**src/rtl/booth_product_accumulator.sv**
```systemverilog
// Saturating accumulator for signed Booth products, delivering sum, term count and sticky overflow.
// Result valid one cycle after the last beat; input stalls while a result waits for out_ready.
module booth_product_accumulator #(
    parameter int WIDTH     = 4,
    parameter int GUARD     = 4,
    parameter int CNT_WIDTH = 6
) (
    input  logic                           clk,
    input  logic                           rst,
    input  logic                           in_valid,
    output logic                           in_ready,
    input  logic signed [2*WIDTH-1:0]      in_product,
    input  logic                           in_last,
    input  logic                           clear,
    output logic                           out_valid,
    input  logic                           out_ready,
    output logic signed [2*WIDTH+GUARD-1:0] out_sum,
    output logic [CNT_WIDTH-1:0]           out_count,
    output logic                           out_overflow
);

    localparam int ACC_W = 2*WIDTH + GUARD;

    typedef enum logic {ACCUM = 1'b0, HOLD = 1'b1} state_t;

    state_t                  state_q;
    logic signed [ACC_W-1:0] acc_q, acc_d;
    logic [CNT_WIDTH-1:0]    cnt_q, cnt_d;
    logic                    ovf_q, ovf_d;
    logic signed [ACC_W-1:0] out_sum_q;
    logic [CNT_WIDTH-1:0]    out_count_q;
    logic                    out_ovf_q;
    logic [ACC_W:0]          sum_wide;

    assign in_ready     = (state_q == ACCUM);
    assign out_valid    = (state_q == HOLD);
    assign out_sum      = out_sum_q;
    assign out_count    = out_count_q;
    assign out_overflow = out_ovf_q;

    // One extra bit of headroom: disagreement of the top two bits means the sum left the ACC_W range.
    always_comb begin
        sum_wide = {acc_q[ACC_W-1], acc_q}
                 + {{(ACC_W+1-2*WIDTH){in_product[2*WIDTH-1]}}, in_product};
        acc_d    = sum_wide[ACC_W-1:0];
        ovf_d    = ovf_q;
        if (sum_wide[ACC_W] != sum_wide[ACC_W-1]) begin
            ovf_d = 1'b1;
            acc_d = sum_wide[ACC_W] ? {1'b1, {(ACC_W-1){1'b0}}}
                                    : {1'b0, {(ACC_W-1){1'b1}}};
        end
        cnt_d = (&cnt_q) ? cnt_q : cnt_q + {{(CNT_WIDTH-1){1'b0}}, 1'b1};
    end

    always_ff @(posedge clk) begin
        if (rst) begin
            state_q     <= ACCUM;
            acc_q       <= '0;
            cnt_q       <= '0;
            ovf_q       <= 1'b0;
            out_sum_q   <= '0;
            out_count_q <= '0;
            out_ovf_q   <= 1'b0;
        end else if (state_q == ACCUM) begin
            if (clear) begin
                acc_q <= '0;
                cnt_q <= '0;
                ovf_q <= 1'b0;
            end else if (in_valid) begin
                if (in_last) begin
                    out_sum_q   <= acc_d;
                    out_count_q <= cnt_d;
                    out_ovf_q   <= ovf_d;
                    acc_q       <= '0;
                    cnt_q       <= '0;
                    ovf_q       <= 1'b0;
                    state_q     <= HOLD;
                end else begin
                    acc_q <= acc_d;
                    cnt_q <= cnt_d;
                    ovf_q <= ovf_d;
                end
            end
        end else if (out_ready) begin
            state_q <= ACCUM;
        end
    end

endmodule
```
**config.mk**
```make
export PLATFORM = sky130hd
export DESIGN_NAME = booth_product_accumulator
export DESIGN_NICKNAME = d
export VERILOG_FILES = /design/src/rtl/booth_product_accumulator.sv
export SDC_FILE = /design/constraint.sdc
export NUM_CORES = 1
export LEC_CHECK = 0
export CORE_UTILIZATION = 50
export CTS_CLUSTER_DIAMETER = 120
export DETAILED_ROUTE_END_ITERATION = 8
export PLACE_DENSITY = 0.78
export REMOVE_ABC_BUFFERS = 1
export SYNTH_ARGS = -nofsm -noshare
export SYNTH_HDL_FRONTEND = slang
export SYNTH_SLANG_ARGS = --single-unit
```
**constraint.sdc**
```tcl
create_clock -name clk -period 4.07 [get_ports clk]
set_input_delay 1.221 -clock clk [delete_from_list [all_inputs] [get_ports clk]]
set_output_delay 1.221 -clock clk [all_outputs]
set_load 0.01 [all_outputs]
```
==> impl_metrics.tcl, run 1 <==
set metrics [dict create \
    status "finished with violations" \
    violations "DRC" \
    whs_path_depth 2 \
    power_mw 0.943 \
    critPathKind "input port to register" \
    first_global_vias 1893 \
    fin_util_pct 63.9 \
    syn_to_final_growth_pct 19.7 \
    fin_crit_ns 3.72 \
    finalHoldViolations 0 \
    cts_buffers 5 \
    hold_start "out_count[2]" \
    cts_max_path_buffers 2 \
    cts_hold_buffers 0 \
    coreArea_mm2 0.00444 \
    dr.pass1.iters 8 \
    r2r_slack_ns 1.35 \
    nNetsFinal 333 \
    clock_sinks 39 \
    port-buffer-count 34 \
    dieArea_mm2 0.00502 \
    maxSlewViolCount 0 \
    synth.distinct_cells 53 \
    start_util_pct 53.4 \
    placed_area_mm2 0.00272 \
    async_reset_ff_share_pct 0 \
    rr_endpoint "acc_q[2]" \
    layout_common_cells "dfxtp_1, a21oi_1, clkdlybuf4s50_1, nor2_1, nand2_1" \
    dpl.hpwl_mm 3.73 \
    fin_crit_sh_pct 91.4 \
    skew_ns 0.00461 \
    setup_tns_ns 0 \
    synthCells 276 \
    vias 2099 \
    synth.area.top_cells "dfxtp_1, a21oi_1, a311oi_1" \
    synth_top_cell_by_area "dfxtp_1" \
    cts_tree "yes" \
    slew_headroom_pct 60.4 \
    overflow 0 \
    grtUsageTotal_pct 21.9 \
    cts_resized 0 \
    wl_per_cell_um 14.6 \
    setup_viol 0 \
    cts_setup_buffers 0 \
    synth-main-ff-cell "dfxtp_1" \
    die_h_um 70.9 \
    grt_max_degree 33 \
    rr_worst_depth 10 \
    worstPathMaxFanout 21 \
    min_path_type "register to register" \
    timing.fmax_ghz 0.269 \
    num_rows 24 \
    synth_warnings 0 \
    layout_commonest_cell "dfxtp_1" \
    gp_congestion 0.819 \
    clk_transition_reported_paths_ns 0.07 \
    leakagePower_nw 1.02 \
    remaining_drc_errors 2 \
    netlist_area_mm2 0.00237 \
    maxCapViolCount 0 \
    critPathRequiredTime_ns 4.27 \
    wl_mm 5.22 \
    boundaryPins 35 \
    min_to "out_count[2]" \
    reg2reg_from "acc_q[0]" \
    fp.dieW_um 70.9 \
    synth_top_cell_area_share_pct 32.9 \
    drtAntennaViolNets 0 \
    arrival_ns 3.92 \
    seq_area_frac_synth_pct 32.9 \
    start_kind "input port" \
    htree_levels 2 \
    nFillCells 378 \
    diodes 0 \
    routed_via_density 5.86 \
    ys_ff_latch 39 \
    drive_above_1_share_pct 13.7 \
    cts_root_buffer "clkbuf_8" \
    antenna_found_initial 0 \
    cp-end-kind "register" \
    synth_edf_count 0 \
    final_cell_area_mm2 0.00284 \
    clock_latency_ns 0.29 \
    cellPowerDensity_mw_per_mm2 332 \
    grt_pass1_wl_mm 8.75 \
    drtIter0Drc 112 \
    rsz0062_at_grt "false" \
    peakVddDrop_uv 296 \
    worstMarginPinSlew_ns 0.592 \
    synth_area_per_cell_um2 8.59 \
]
-- Yosys cell counts (2+ instances only) --
cell and instances:
nor3_1 4, xnor2_1 5, buf_6 2, a21oi_1 34, and3_1 3, o21bai_1 2, nor2_1 29, a211oi_1 4
xor2_1 5, o21ai_0 9, dfxtp_1 39, a311oi_2 2, nor2_2 2, o31a_2 2, nand2b_1 5, nand3_1 8
nand2_1 24, ha_1 13, nor2b_1 2, nand2_2 2, inv_1 6, o21ai_2 8, a311oi_1 19, clkbuf_1 13
o211ai_1 3, a21o_1 2, mux2i_1 2, o22ai_1 2
-- cell families after synthesis --
family	after synthesis	synth area share (%)
compound gates	99	31.0
xor+xnor	10	3.69
fa+ha+maj	14	7.70
buf+inv	25	5.54
flops	39	32.9
mux	3	1.32
simple gates	86	17.8
-- critical path: stages --
cell             delay [ns]
clkdlybuf4s50_1        0.46
ha_1                   0.25
inv_1                  0.08
fa_1                   0.41
nand2b_1               0.18
a21oi_1                0.18
o21ai_1                0.11
a21boi_1               0.13
o31a_2                 0.27
nand2_2                0.32
a311oi_1               0.31
-- layer usage --
layer / track usage (%) / wire length, µm / up-vias
li1: - / - / 1074
met1: 29.6 / 2480 / 971
met2: 35.4 / 2450 / 46
met3: 5.41 / 232 / 8
met4: 4.89 / 55 / 0
met5: 0 / 0 / -
-- per-stage QoR --
| step | hold WS [ns] | std cells | setup slack (ns) |
|---|---|---|---|
| finish | 0.453 | 358 | 0.349 |
| global placement | 0.441 | 350 | 0.121 |
| floorplan | 0.460 | 257 | 0.688 |
| detailed placement | 0.444 | 350 | 0.0494 |
| CTS | 0.455 | 358 | 0.334 |
| global route | 0.477 | 358 | 0.121 |
-- report_power, final --
part | leakage [nW] | internal (mW) | switching (mW)
logic | 0.640 | 0.0876 | 0.116
clock network | 0.0612 | 0.198 | 0.137
registers | 0.317 | 0.395 | 0.00912
total | 1.02 | 0.681 | 0.262
-- sequential cells by signal (all words and copies together), names as in the netlist --
| register | flops |
|---|---|
| ovf_q | 1 |
| cnt_q | 6 |
| out_valid | 1 |
| out_sum | 12 |
| out_count | 6 |
| out_overflow | 1 |
| acc_q | 12 |
-- cell type report --
| class | instances | area (µm²) | share of cell area (%) |
|---|---|---|---|
| sequential | 39 | 781 | 27.5 |
| timing repair buffer | 41 | 393 | 13.8 |
| clock buffer | 6 | 82.6 | 2.91 |
| inverter | 6 | 22.5 | 0.794 |
| clock inverter | 2 | 35.0 | 1.23 |
| multi-input combinational | 212 | 1460 | 51.4 |
| tap | 52 | 65.1 | 2.29 |
-- worst max path at each step --
stage,cells after the start,slack (ns),startpoint,end
final,11,0.35,in_product[0],acc_q[2]
after global routing,11,0.12,in_product[0],acc_q[4]
after CTS,11,0.33,in_product[0],acc_q[2]
after detailed placement,11,0.05,in_product[0],acc_q[2]
after global placement,11,0.12,in_product[0],out_sum[9]
after floorplan,10,0.69,in_product[0],out_sum[0]
Note: power is estimated with default switching activity, not from simulation.
==> inputs of run 2 (changes only) <==
- ABC_AREA: not set -> 1
- PLACE_DENSITY: 0.78 -> 0.79
- SKIP_CTS_REPAIR_TIMING: not set -> 1
- SKIP_LAST_GASP: not set -> 1
==> run 2 against run 1 <==
Net effect:
- the run still ends with DRC left
- register-to-register slack improved by 0.45 ns
- clock-buffer cell count fell by 1
- first-iteration DRC count increased by 40%
- die area down 0.82%
- sequential power barely moved
- largest cell class unchanged
==> impl_metrics.tcl, run 2 <==
set metrics [dict create \
    ys_ff_latch 39 \
    synth.distinct_cells 26 \
    cts_max_path_buffers 2 \
    critPathKind "input port to register" \
    grtUsageTotal_pct 22.9 \
    synth.area.top_cells "dfxtp_1, nand2_1, nor2_1" \
    netlist_area_mm2 0.00235 \
    timing.fmax_ghz 0.300 \
    setup_tns_ns 0 \
    synthCells 367 \
    skew_ns 0.00511 \
    first_global_vias 2043 \
    peakVddDrop_uv 262 \
    cts_buffers 5 \
    worstMarginPinSlew_ns 0.724 \
    power_frac_seq_pct 48.8 \
    p_int_mw 0.585 \
    layout_common_cells "nand2_1, nor2_1, inv_1, dfxtp_1, clkdlybuf4s50_1" \
    overflow 0 \
    slowest_delay_ns 0.46 \
    start_util_pct 52.9 \
    clock_sinks 39 \
    synthMostInstantiatedCell "nand2_1" \
    setup_viol 0 \
    clkPwrFrac_pct 30.3 \
    start_kind "input port" \
    coreArea_mm2 0.00444 \
    critPathRequiredTime_ns 4.26 \
    rsz0062_at_grt "false" \
    cpLargestDelayFamily "adder cells" \
    synth_warnings 0 \
    min_path_type "register to register" \
    switching_share_pct 29.3 \
    grt_pass1_wl_mm 9.11 \
    drtAntennaViolNets 0 \
    fp.dieW_um 70.6 \
    gp_congestion 0.822 \
    async_reset_ff_share_pct 0 \
    switchingPower_mw 0.243 \
    synth_top_cell_by_area "dfxtp_1" \
    wl_mm 5.26 \
    diodes 0 \
    remaining_drc_errors 3 \
    dieArea_mm2 0.00498 \
    finalHoldViolations 0 \
    htree_levels 2 \
    dr.pass1.iters 6 \
    layout_setup_ws_ns 0.742 \
    wl_per_cell_um 11.6 \
    die_h_um 70.6 \
    clk_transition_reported_paths_ns 0.08 \
    slew_headroom_pct 51.7 \
    maxCapViolCount 0 \
    drtIter0Drc 157 \
    synth_common_cells "nand2_1, nor2_1, inv_1, dfxtp_1, a21oi_1" \
    drive_above_1_share_pct 6.95 \
    arrival_ns 3.52 \
    cp-end-kind "register" \
    cts_tree "yes" \
    layout_commonest_cell "nand2_1" \
    nFillCells 421 \
    fin_crit_ns 3.33 \
    power_mw 0.828 \
    cellPowerDensity_mw_per_mm2 294 \
    boundaryPins 35 \
    synth_top_cell_area_share_pct 33.2 \
    routed_via_density 4.92 \
    synth_area_per_cell_um2 6.41 \
    timing.critical_path.mode_cell "nand2_2" \
    grt_max_degree 24 \
    synth-main-ff-cell "dfxtp_1" \
    status "finished with violations" \
    placed_area_mm2 0.00274 \
    cts_root_buffer "clkbuf_8" \
    seq_area_frac_synth_pct 33.2 \
    worst_path_max_delay_cell "clkdlybuf4s50_1" \
    worstPathMaxFanout 12 \
    nNetsFinal 430 \
    path_cells "clkdlybuf4s50_1 -> ha_1 -> inv_1 -> fa_1 -> o21ai_2 -> nand2_2 -> nand3_1 -> nand2_1 -> nand2_2 -> inv_2 -> nand2_2 -> nand2_1 -> o21ai_0 -> inv_1" \
    maxSlewViolCount 0 \
    syn_to_final_growth_pct 19.9 \
    leakagePower_nw 1.40 \
    violations "DRC" \
    antenna_found_initial 0 \
    comb_power_share_pct 20.8 \
    pre_cts_ws_ns 0.435 \
    critPathBufInv 4 \
    synth_edf_count 0 \
    num_rows 24 \
    port-buffer-count 34 \
    clock_latency_ns 0.29 \
    dpl.hpwl_mm 3.92 \
    fin_crit_sh_pct 81.8 \
    vias 2238 \
    final_cell_area_mm2 0.00282 \
]
[run 2: cell types whose count changed in the layout (fill, tap and decap cells not counted), sizes merged, moves of 3 or more]
| cell | delta |
|---|---|
| a211oi | -6 |
| a21oi | -5 |
| a311oi | -21 |
| and3 | -3 |
| inv | +46 |
| nand2 | +88 |
| nand2b | -5 |
| nand3 | +4 |
| nand4 | +4 |
| nor2 | +22 |
| nor3 | -3 |
| o21ai | +6 |
| o21bai | -4 |
[run 2: per-stage QoR]
stage / util [%] / cells / hold slack (ns)
final: 63.4 / 455 / 0.476
after global routing: 63.4 / 455 / 0.502
after CTS: 63.4 / 455 / 0.479
after detailed placement: 61.5 / 447 / 0.468
after global placement: 61.5 / 447 / 0.457
after floorplan: - / 356 / 0.439
[run 2: worst paths after layout]
check | startpoint | slack [ns] | to | cells after the start
hold / removal | acc_q[7] | 0.48 | acc_q[7] | 2
setup / recovery | in_product[0] | 0.74 | out_sum[6] | 14
setup reg to reg | acc_q[0] | 1.80 | out_sum[6] | 13
hold reg to reg | acc_q[7] | 0.48 | acc_q[7] | 2
[run 2: logic make-up after synthesis]
kind of cell             share of synthesized area [%]
AND/OR/NAND/NOR                                   32.8
buffers and inverters                             10.8
AO/OA/AOI/OAI                                     12.5
flip-flops                                        33.2
adder cells (fa/ha/maj)                           7.77
XOR/XNOR                                          2.98
[run 2: worst register-to-register path: cells and delay by family (launching register included)]
kind / cells / cell delay, ns
fa+ha+maj: 2 / 0.65
compound gates: 2 / 0.41
simple gates: 6 / 0.62
flops: 1 / 0.33
buf+inv: 3 / 0.17
[run 2: cell type report]
| cell class | count | area, µm² | area share, % |
|---|---|---|---|
| clock buffer | 5 | 68.8 | 2.44 |
| inverter | 52 | 195 | 6.92 |
| sequential | 39 | 781 | 27.7 |
| timing repair buffer | 39 | 378 | 13.4 |
| tap | 52 | 65.1 | 2.31 |
| clock inverter | 3 | 15.0 | 0.533 |
| multi-input combinational | 265 | 1320 | 46.7 |
[run 2: layer usage]
layer | share of wire [%] | GRT usage (%)
met5 | 0 | 0
met3 | 3.8 | 3.85
met2 | 45 | 38.5
met4 | 1.1 | 6.00
met1 | 50 | 30.7
[run 2: power by group through the flow]
stage	Sequential [mW]	Clock, mW	Combinational [mW]
final	0.404	0.251	0.172
after global routing	0.406	0.275	0.195
after CTS	0.404	0.256	0.173
after detailed placement	0.413	0	0.172
after global placement	0.413	0	0.170
after floorplan	0.416	0	0.0995
==> inputs of run 3 (changes only) <==
- clock period: 4.07 -> 3.5 ns (I/O delays scaled with it)
==> run 3 against run 2 <==
Net effect:
- the run still ends with DRC left
- clock skew up 0.0038 ns
- worst hold slack worse by 0.00066 ns
- power up 29%
- register-to-register slack worse by 0.53 ns
- wire length up 0.34%
- die area unchanged
- core utilization up 1.1 points
- worst setup slack worse by 0.33 ns
- first-iteration DRC count up 5.7%
- highest routed layer unchanged
==> impl_metrics.tcl, run 3 (synthesis results as in run 2) <==
set metrics [dict create \
    clock_latency_ns 0.29 \
    fin_crit_sh_pct 88.3 \
    start_kind "input port" \
    maxSlewViolCount 0 \
    drtIter0Drc 166 \
    use_met2_pct 41.3 \
    routed_via_density 4.98 \
    layout_commonest_cell "nand2_1" \
    worst_path_max_delay_cell "clkdlybuf4s50_1" \
    num_rows 24 \
    arrival_ns 3.28 \
    fin_cells 457 \
    wl_per_cell_um 11.5 \
    rsz0062_at_grt "false" \
    htree_levels 2 \
    overflow 0 \
    cts_buffers 5 \
    fin_util_pct 64.5 \
    wl_mm 5.28 \
    path_cells "clkdlybuf4s50_1 -> ha_1 -> inv_1 -> fa_1 -> o21ai_2 -> nand2_2 -> nand3_1 -> nand2_1 -> nand2_2 -> inv_2 -> nand2_2 -> nand2_1 -> o21ai_1 -> inv_1" \
    drive_above_1_share_pct 7.41 \
    vias 2278 \
    finalHoldViolations 0 \
    remaining_drc_errors 2 \
    cts_tree "yes" \
    port-buffer-count 34 \
    worstPathMaxFanout 12 \
    setup_viol 0 \
    hold_start "acc_q[3]" \
    busiest_layer "met2" \
    nNetsFinal 432 \
    syn_to_final_growth_pct 22.0 \
    reg2reg_from "acc_q[0]" \
    leakagePower_nw 1.42 \
    setup.worst_path.start "in_product[0]" \
    peakVddDrop_uv 287 \
    grtUsageTotal_pct 23.4 \
    critPathKind "input port to register" \
    cts_root_buffer "clkbuf_8" \
    p_int_mw 0.776 \
    power_frac_seq_pct 44.1 \
    coreArea_mm2 0.00444 \
    dieArea_mm2 0.00498 \
    min_path_type "register to register" \
    switchingPower_mw 0.290 \
    worstMarginPinSlew_ns 0.392 \
    diodes 0 \
    setup_tns_ns 0 \
    drtAntennaViolNets 0 \
    timing.fmax_ghz 0.324 \
    clkPwrFrac_pct 36.9 \
    cpLargestDelayFamily "buffers and inverters" \
    violations "DRC" \
    pre_cts_ws_ns 0.108 \
    groute.layer.met1.usage_pct 29.5 \
    slew_headroom_pct 73.9 \
    status "finished with violations" \
    cp-end-kind "register" \
    first_global_vias 2160 \
    gp_congestion 0.853 \
    critPathBufInv 4 \
    start_util_pct 52.9 \
    switching_share_pct 27.2 \
    antenna_found_initial 0 \
    grt_pass1_wl_mm 9.37 \
    grt_max_degree 37 \
    layout_setup_ws_ns 0.411 \
    dr.pass1.iters 6 \
    slowest_delay_ns 0.46 \
    layout_common_cells "nand2_1, nor2_1, inv_1, dfxtp_1, clkdlybuf4s50_1" \
    fp.dieW_um 70.6 \
    cts_max_path_buffers 2 \
    maxCapViolCount 0 \
    whs_ns 0.476 \
    cellPowerDensity_mw_per_mm2 371 \
    critPathRequiredTime_ns 3.69 \
    timing.critical_path.mode_cell "nand2_2" \
    die_h_um 70.6 \
    dpl.cell_count 449 \
    comb_power_share_pct 19.0 \
    fin_crit_ns 3.09 \
    clk_transition_reported_paths_ns 0.08 \
    dpl.hpwl_mm 4.00 \
    boundaryPins 35 \
    skew_ns 0.00888 \
    grt_use_met3_pct 4.42 \
    clock_sinks 39 \
]
[run 3: worst paths after layout]
kind,depth (start not counted),slack [ns],to
setup reg to reg,13,1.27,out_sum[4]
hold reg to reg,2,0.48,acc_q[3]
setup / recovery,14,0.41,out_sum[4]
hold / removal,2,0.48,acc_q[3]
[run 3: metrics by stage]
step | power [mW] | cell area (µm²)
after floorplan | 0.600 | 2290
after global placement | 0.678 | 2750
after detailed placement | 0.682 | 2750
after CTS | 1.07 | 2870
after global routing | 1.11 | 2870
final | 1.07 | 2870
[run 3: cell type report]
class / count / area, µm²
repair buffers: 41 / 393
inverters: 52 / 195
well taps: 52 / 65.1
fillers: 406 / 1580
clock inverters: 2 / 35.0
flip-flops and latches: 39 / 781
multi-input cells: 265 / 1320
clock buffers: 6 / 82.6
[run 3: power by group through the flow]
stage	registers, mW	logic (mW)	clock network (mW)
floorplan	0.484	0.116	0
global placement	0.480	0.198	0
detailed placement	0.480	0.202	0
CTS	0.470	0.203	0.393
global route	0.471	0.227	0.416
finish	0.469	0.203	0.393
[run 3: worst min-delay path, stage by stage (launching register included)]
cell and delay (ns):
dfxtp_1 0.32, nand2_1 0.06, a21oi_1 0.06
[run 3: routing by layer]
metal / up-vias / share of wire [%]
li1: 1216 / -
met1: 1012 / 48
met2: 45 / 47
met3: 5 / 4.1
met4: 0 / 0.91
met5: - / 0
